File: config.mk
export PLATFORM = sky130hd
export DESIGN_NAME = pc_sequencer
export DESIGN_NICKNAME = d
export VERILOG_FILES = /design/src/rtl/pc_sequencer.sv
export SDC_FILE = /design/constraint.sdc
export NUM_CORES = 1
export LEC_CHECK = 0
export ABC_AREA = 1
export BUFFER_PORTS_ARGS = -buffer_cell sky130_fd_sc_hd__buf_2
export CORE_UTILIZATION = 59
export CTS_CLUSTER_SIZE = 14
export DETAILED_ROUTE_END_ITERATION = 8
export PLACE_DENSITY_LB_ADDON = 0.25
export SYNTH_ARGS = -nofsm -noshare
export SYNTH_HDL_FRONTEND = slang
export SYNTH_SLANG_ARGS = --single-unit
File: constraint.sdc
create_clock -name CLK -period 4.4 [get_ports CLK]
set_input_delay 1.32 -clock CLK [delete_from_list [all_inputs] [get_ports CLK]]
set_output_delay 1.32 -clock CLK [all_outputs]
set_load 0.01 [all_outputs]
File: src/rtl/pc_sequencer.sv
// Registered program counter with next-PC selection (seq / PC-relative / BR / RET),
// stall, and a circular return-address stack fed by BL and drained by RET.
module pc_sequencer #(
  parameter int unsigned           ADDR_WIDTH  = 64,
  parameter int unsigned           INSTR_BYTES = 4,
  parameter int unsigned           IMM_SHIFT   = 2,
  parameter logic [ADDR_WIDTH-1:0] RESET_PC    = '0,
  parameter int unsigned           RAS_DEPTH   = 4
) (
  input  logic                  CLK,
  input  logic                  Reset_L,
  input  logic                  Stall,
  input  logic                  Branch,
  input  logic                  BranchInvert,
  input  logic                  ALUZero,
  input  logic                  Uncondbranch,
  input  logic                  RegBranch,
  input  logic                  Link,
  input  logic                  Ret,
  input  logic [ADDR_WIDTH-1:0] SignExtImm,
  input  logic [ADDR_WIDTH-1:0] RegTarget,
  output logic [ADDR_WIDTH-1:0] CurrentPC,
  output logic [ADDR_WIDTH-1:0] NextPC,
  output logic [ADDR_WIDTH-1:0] LinkAddr,
  output logic                  Taken,
  output logic                  RASEmpty,
  output logic                  RASFull,
  output logic                  RASMiss
);

  localparam int PW = (RAS_DEPTH > 1) ? $clog2(RAS_DEPTH) : 1;
  localparam int CW = $clog2(RAS_DEPTH + 1);
  localparam logic [PW-1:0] LAST = PW'(RAS_DEPTH - 1);

  logic [ADDR_WIDTH-1:0] ras [RAS_DEPTH];
  logic [PW-1:0]         top, top_inc, top_dec, top_nxt, wr_ptr;
  logic [CW-1:0]         cnt, cnt_nxt;
  logic                  wr_en, cond_taken;
  logic [ADDR_WIDTH-1:0] rel_tgt, ras_top;

  assign LinkAddr   = CurrentPC + ADDR_WIDTH'(INSTR_BYTES);
  assign rel_tgt    = CurrentPC + (SignExtImm << IMM_SHIFT);
  assign ras_top    = ras[top];
  assign RASEmpty   = (cnt == '0);
  assign RASFull    = (cnt == CW'(RAS_DEPTH));
  assign RASMiss    = Ret && RASEmpty;
  assign cond_taken = Branch && (ALUZero ^ BranchInvert);

  // Pointer arithmetic is modulo RAS_DEPTH, which need not be a power of two.
  assign top_inc = (top == LAST) ? '0 : top + PW'(1);
  assign top_dec = (top == '0) ? LAST : top - PW'(1);

  always_comb begin
    NextPC = LinkAddr;
    Taken  = 1'b1;
    if (Ret)                             NextPC = RASEmpty ? RegTarget : ras_top;
    else if (RegBranch)                  NextPC = RegTarget;
    else if (Uncondbranch || cond_taken) NextPC = rel_tgt;
    else                                 Taken  = 1'b0;
  end

  // Push onto a full stack lands on top_inc, which is the oldest entry.
  always_comb begin
    wr_en   = 1'b0;
    wr_ptr  = top;
    top_nxt = top;
    cnt_nxt = cnt;
    if (!Stall) begin
      if (Link && Ret && !RASEmpty) begin
        wr_en = 1'b1;
      end else if (Link) begin
        wr_en   = 1'b1;
        wr_ptr  = top_inc;
        top_nxt = top_inc;
        if (!RASFull) cnt_nxt = cnt + CW'(1);
      end else if (Ret && !RASEmpty) begin
        top_nxt = top_dec;
        cnt_nxt = cnt - CW'(1);
      end
    end
  end

  always_ff @(posedge CLK or negedge Reset_L) begin
    if (!Reset_L) begin
      CurrentPC <= RESET_PC;
      top       <= '0;
      cnt       <= '0;
      for (int i = 0; i < int'(RAS_DEPTH); i++) ras[i] <= '0;
    end else begin
      if (!Stall) CurrentPC <= NextPC;
      top <= top_nxt;
      cnt <= cnt_nxt;
      for (int i = 0; i < int'(RAS_DEPTH); i++)
        if (wr_en && wr_ptr == PW'(i)) ras[i] <= LinkAddr;
    end
  end

endmodule

==> out/qor.yml, run 1 <==
placed_design:
  io_buffer_count: 331
  dp_hpwl_um: 78100
  dp_cells: 4724
  gp_congestion: 1.08
clock_tree:
  numClockSinks: 325
  cts_max_level: 1
  cts_root_buf: "clkbuf_16"
  cts_buffers: 31
  cts_hold_buf: 0
  cts_buffer_depth: 3
sta:
  postGrtWorstEndpoint: "NextPC[24]"
  worst-ep-kind: "output port"
yosys:
  synth_async_sr_flop_share: 1.00
  synth_warnings: 0
  ys_seq_area_frac: 0.348
  syn_nets: 3865
  synth_flop_cell: "dfrtp_1"
  synthCells: 3661
  synth_area_leader_cell: "dfrtp_1"
  synth_seq_cells: 325
  syn_avg_cell_area_sq_um: 6.39
  synth_edf_count: 0
  synth_cell_types: 52
  synth.area.top_cells: "dfrtp_1, nand2_1, inv_1"
  synth_area_sq_mm: 0.0234
  synth_top_area_frac: 0.348
die:
  io_pins: 334
  initial_core_util: 0.602
  die_w_um: 201
  die_h_um: 201
  rows: 72
run_status:
  status: "did not finish"
  flow.stopped_at: "global routing (5_1_grt)"
  error: "[ERROR GRT-0232] Routing congestion too high. Check the congestion heatmap in the GUI."
grt:
  grt_usage: 0.892
  overflow: 529
  grt_max_degree: 104
-- synth_stat cells (4+ instances only) --
cell type and instances:
o31ai_1 6, a32o_1 18, nand4_1 28, o21bai_1 17
xor2_1 37, o22ai_1 7, nor3_1 50, or2_2 10
dfrtp_1 325, clkbuf_1 93, buf_1 10, o211ai_1 13
o21ai_1 14, ha_1 64, buf_2 32, o21ai_0 285
nand2_1 1303, inv_1 461, and2_1 6, xnor2_1 25
nor2_1 314, nor2_4 7, nand3_1 166, a31oi_1 66
nand3b_1 9, nor2_2 4, inv_2 9, buf_4 10
a21oi_1 236
-- logic make-up after synthesis --
logic type,share of synthesized area
AOI/OAI and AO/OA,0.159
and+or+nand+nor,0.330
adders and majority gates,0.0360
xor gates and xnor gates,0.0239
muxes,0.000481
DFF,0.348
buffers and inverters,0.104
-- timing repair --
action	in CTS
endpoints found under the setup margin	60
resized for setup	601
pin swaps	116
buffers inserted	57
-- per-layer routing --
layer	overflow	GRT usage
met1	62	0.892
met2	269	1.00
met3	54	0.805
met4	136	0.868
met5	8	0.580
-- metrics by stage --
| stage | utilization | setup WS [ps] | area [sq um] | hold slack [ps] |
|---|---|---|---|---|
| floorplan | - | 119 | 23400 | 437 |
| CTS | 0.825 | -196 | 32000 | 469 |
| global placement | 0.720 | -496 | 27900 | 447 |
| detailed placement | 0.720 | -521 | 27900 | 453 |
==> run 2: changes to the inputs <==
--- a/config.mk
+++ b/config.mk
@@ -7,10 +7,9 @@
 export LEC_CHECK = 0
 export ABC_AREA = 1
 export BUFFER_PORTS_ARGS = -buffer_cell sky130_fd_sc_hd__buf_2
-export CORE_UTILIZATION = 59
-export CTS_CLUSTER_SIZE = 14
+export CORE_UTILIZATION = 40
 export DETAILED_ROUTE_END_ITERATION = 8
-export PLACE_DENSITY_LB_ADDON = 0.25
+export PLACE_DENSITY_LB_ADDON = 0.15
 export SYNTH_ARGS = -nofsm -noshare
 export SYNTH_HDL_FRONTEND = slang
 export SYNTH_SLANG_ARGS = --single-unit
==> out/qor.yml, run 2 <==
run_status:
  status: "finished with violations"  # was did not finish
  violations: "negative setup slack"
critical_path:
  r2r_cells: 34
  worst-setup-path-type: "in2out"
  worst_setup_path_start_kind: "input pin"
  critical_path.max_fanout: 3
  worstPathArrival_ps: 3370
  reg2reg_slack_ps: 240
  reg2reg_from: "CurrentPC[2]$_DFFE_PN0N_"
  required_ps: 3080
  cp-end-kind: "output port"
  worst_r2r_endpoint: "CurrentPC[46]$_DFFE_PN0N_"
sta:
  hold_violations: 0
  setup_violations: 56
  timing.final.ws_setup_ps: -290
  relSlewSlack: 0.330
  slew_violations: 0
  period_share: 1.07
  period_needed_ps: 4690
  max_freq_mhz: 213
  tightest_slew_ps: 1000
  setup_tns_ps: -8680
  whs_ps: 466
  rsz0062_at_grt: "yes"
  fin_skew_ps: 16.4
routing:
  drc: 0
  drt_iter0_drc: 2769
  avgRoutedWirePerCell_um: 22.1
  routed_wl_um: 114000
  via_per_inst: 5.49
  route.vias.total: 28370
  ant_nets: 0
  drt-pass1-iter-count: 6
power:
  combPwrFrac: 0.661
  p_switching_w: 0.0127
  ir_drop_mv: 0.765
  swShare: 0.488
  p_leak_nw: 17.5
  p_seq_frac: 0.218
  powerDensity_mw_per_mm2: 745
  clockPowerShare: 0.121
  p_int_w: 0.0133
grt:
  overflow: 0
  grt_pass1_wl_um: 163000
  antenna_found_initial: 3
  grt_pass1_vias: 26359
  grt_usage: 0.366
  grt_max_degree: 82
die:
  initial_core_util: 0.405  # was 0.602
  io_pins: 334  # unchanged
  die_area_sq_mm: 0.0594
  die_h_um: 244  # was 201 um
  rows: 88  # was 72
  die_w_um: 244  # was 201 um
  core_area_sq_mm: 0.0577
yosys:
  syn_nets: 3865  # unchanged
  synth_edf_count: 0  # unchanged
  synth_seq_cells: 325  # unchanged
  ys_seq_area_frac: 0.348  # unchanged
  synth.area.top_cells: "dfrtp_1, nand2_1, inv_1"  # unchanged
  synth_warnings: 0  # unchanged
  synth_area_leader_cell: "dfrtp_1"  # unchanged
  synth_cell_types: 52  # unchanged
  synth_area_sq_mm: 0.0234  # unchanged
  synthCells: 3661  # unchanged
  syn_avg_cell_area_sq_um: 6.39  # unchanged
  yosys-top-cells-count: "nand2_1, inv_1, dfrtp_1, nor2_1, o21ai_0"  # unchanged
  yosysMostFrequentCell: "nand2_1"  # unchanged
  synth_top_area_frac: 0.348  # unchanged
  synth_async_sr_flop_share: 1.00  # unchanged
  synth_flop_cell: "dfrtp_1"  # unchanged
finish:
  final_common_cell: "nand2_1"
  largest_register_ffs: 256
  final_cell_mix: "nand2_1, inv_1, buf_4"
  syn2layout_area_growth_pct: 49.6
  regMostFlops: "ras"
  final_nets: 4576
  drive_gt1_frac: 0.368
  fin_util: 0.606
  largest_registers: "ras (256), CurrentPC (64), cnt (3)"
clock_tree:
  cts_hold_buf: 0  # unchanged
  cts_tree: "built"
  numClockSinks: 325  # unchanged
  cts_buffer_depth: 3  # unchanged
  cts_root_buf: "clkbuf_16"  # unchanged
  clock_latency_ps: 540
  clk_pin_slew_ps: 60
  cts_max_level: 2  # was 1
  cts_buffers: 36  # was 31
placed_design:
  io_buffer_count: 331  # unchanged
  gp_congestion: 1.04  # was 1.08
  dp_hpwl_um: 84600  # was 78100 um
hold_path:
  hold_path_depth: 2
  min_path_type: "reg2reg"
  min_to: "ras[27]$_DFFE_PN0P_"
  hp-start: "ras[27]$_DFFE_PN0P_"
run:
  drv_cap: 0
run 2: kinds of logic (layout without fill, tap and decap cells):
| family | count (synthesis) | count (layout) | share of synthesized area |
|---|---|---|---|
| and+or+nand+nor | 1910 | 1910 | 0.330 |
| muxes | 1 | 1 | 0.000481 |
| other | 0 | 2 | 0 |
| buffers and inverters | 619 | 1356 | 0.104 |
| AOI/OAI and AO/OA | 677 | 677 | 0.159 |
| DFF | 325 | 325 | 0.348 |
| xor gates and xnor gates | 63 | 63 | 0.0239 |
| adders and majority gates | 66 | 66 | 0.0360 |
run 2: area by class of cell:
cell class	count	area (sq um)
Sequential cell	325	8170
Antenna cell	2	5.00
Clock buffer	50	1070
Inverter	471	1770
Clock inverter	14	139
Fill cell	5451	22700
Timing Repair Buffer	821	6190
Multi-Input combinational cell	2717	16700
Tap cell	765	957
run 2: worst max-delay path by stage:
stage	to	cells after the start	startpoint	slack (ps)
finish	NextPC[54]	16	SignExtImm[0]	-290
global route	NextPC[30]	16	SignExtImm[0]	-350
global placement	NextPC[58]	17	SignExtImm[0]	-620
floorplan	NextPC[30]	13	SignExtImm[0]	120
detailed placement	NextPC[58]	17	SignExtImm[0]	-640
CTS	NextPC[30]	16	SignExtImm[0]	-220
run 2: critical path, cell delays in order:
cell	delay [ps]
buf_6	100
ha_4	180
fa_2	400
nand2_2	100
nand3_2	90
buf_4	150
and2_4	140
nand4_1	120
nand3_4	150
nand2_4	100
nand3_1	60
nand2_1	80
nand3_2	90
nand3_2	100
nand2_2	60
buf_6	120
run 2: power by group through the flow:
stage	registers, W	clock network, W	logic (W)
finish	0.00568	0.00316	0.0172
global route	0.00579	0.00328	0.0183
CTS	0.00561	0.00319	0.0149
detailed placement	0.00557	0	0.0130
global placement	0.00553	0	0.0129
floorplan	0.00524	0	0.00675
run 2: through the flow:
step / cells / instance area [sq um] / power (W) / setup slack [ps]
after floorplan: 3661 / 23400 / 0.0120 / 119
after global placement: 5017 / 28700 / 0.0185 / -623
after detailed placement: 5017 / 28700 / 0.0186 / -638
after CTS: 5123 / 32500 / 0.0237 / -216
after global routing: 5163 / 35000 / 0.0274 / -355
final: 5165 / 35000 / 0.0261 / -290
run 2: per-layer routing:
layer | vias up | global-route usage | share of wire
li1 | 13104 | - | -
met1 | 13575 | 0.511 | 0.41
met2 | 1427 | 0.571 | 0.45
met3 | 262 | 0.0521 | 0.094
met4 | 2 | 0.138 | 0.046
met5 | - | 0 | 0.00011
run 2: timing repair:
action,CTS,global route
pin swaps,93,242
setup buffers,48,45
setup endpoints to repair,63,65
gates resized for setup,515,524
No activity file was read; power rests on OpenSTA's default activity.
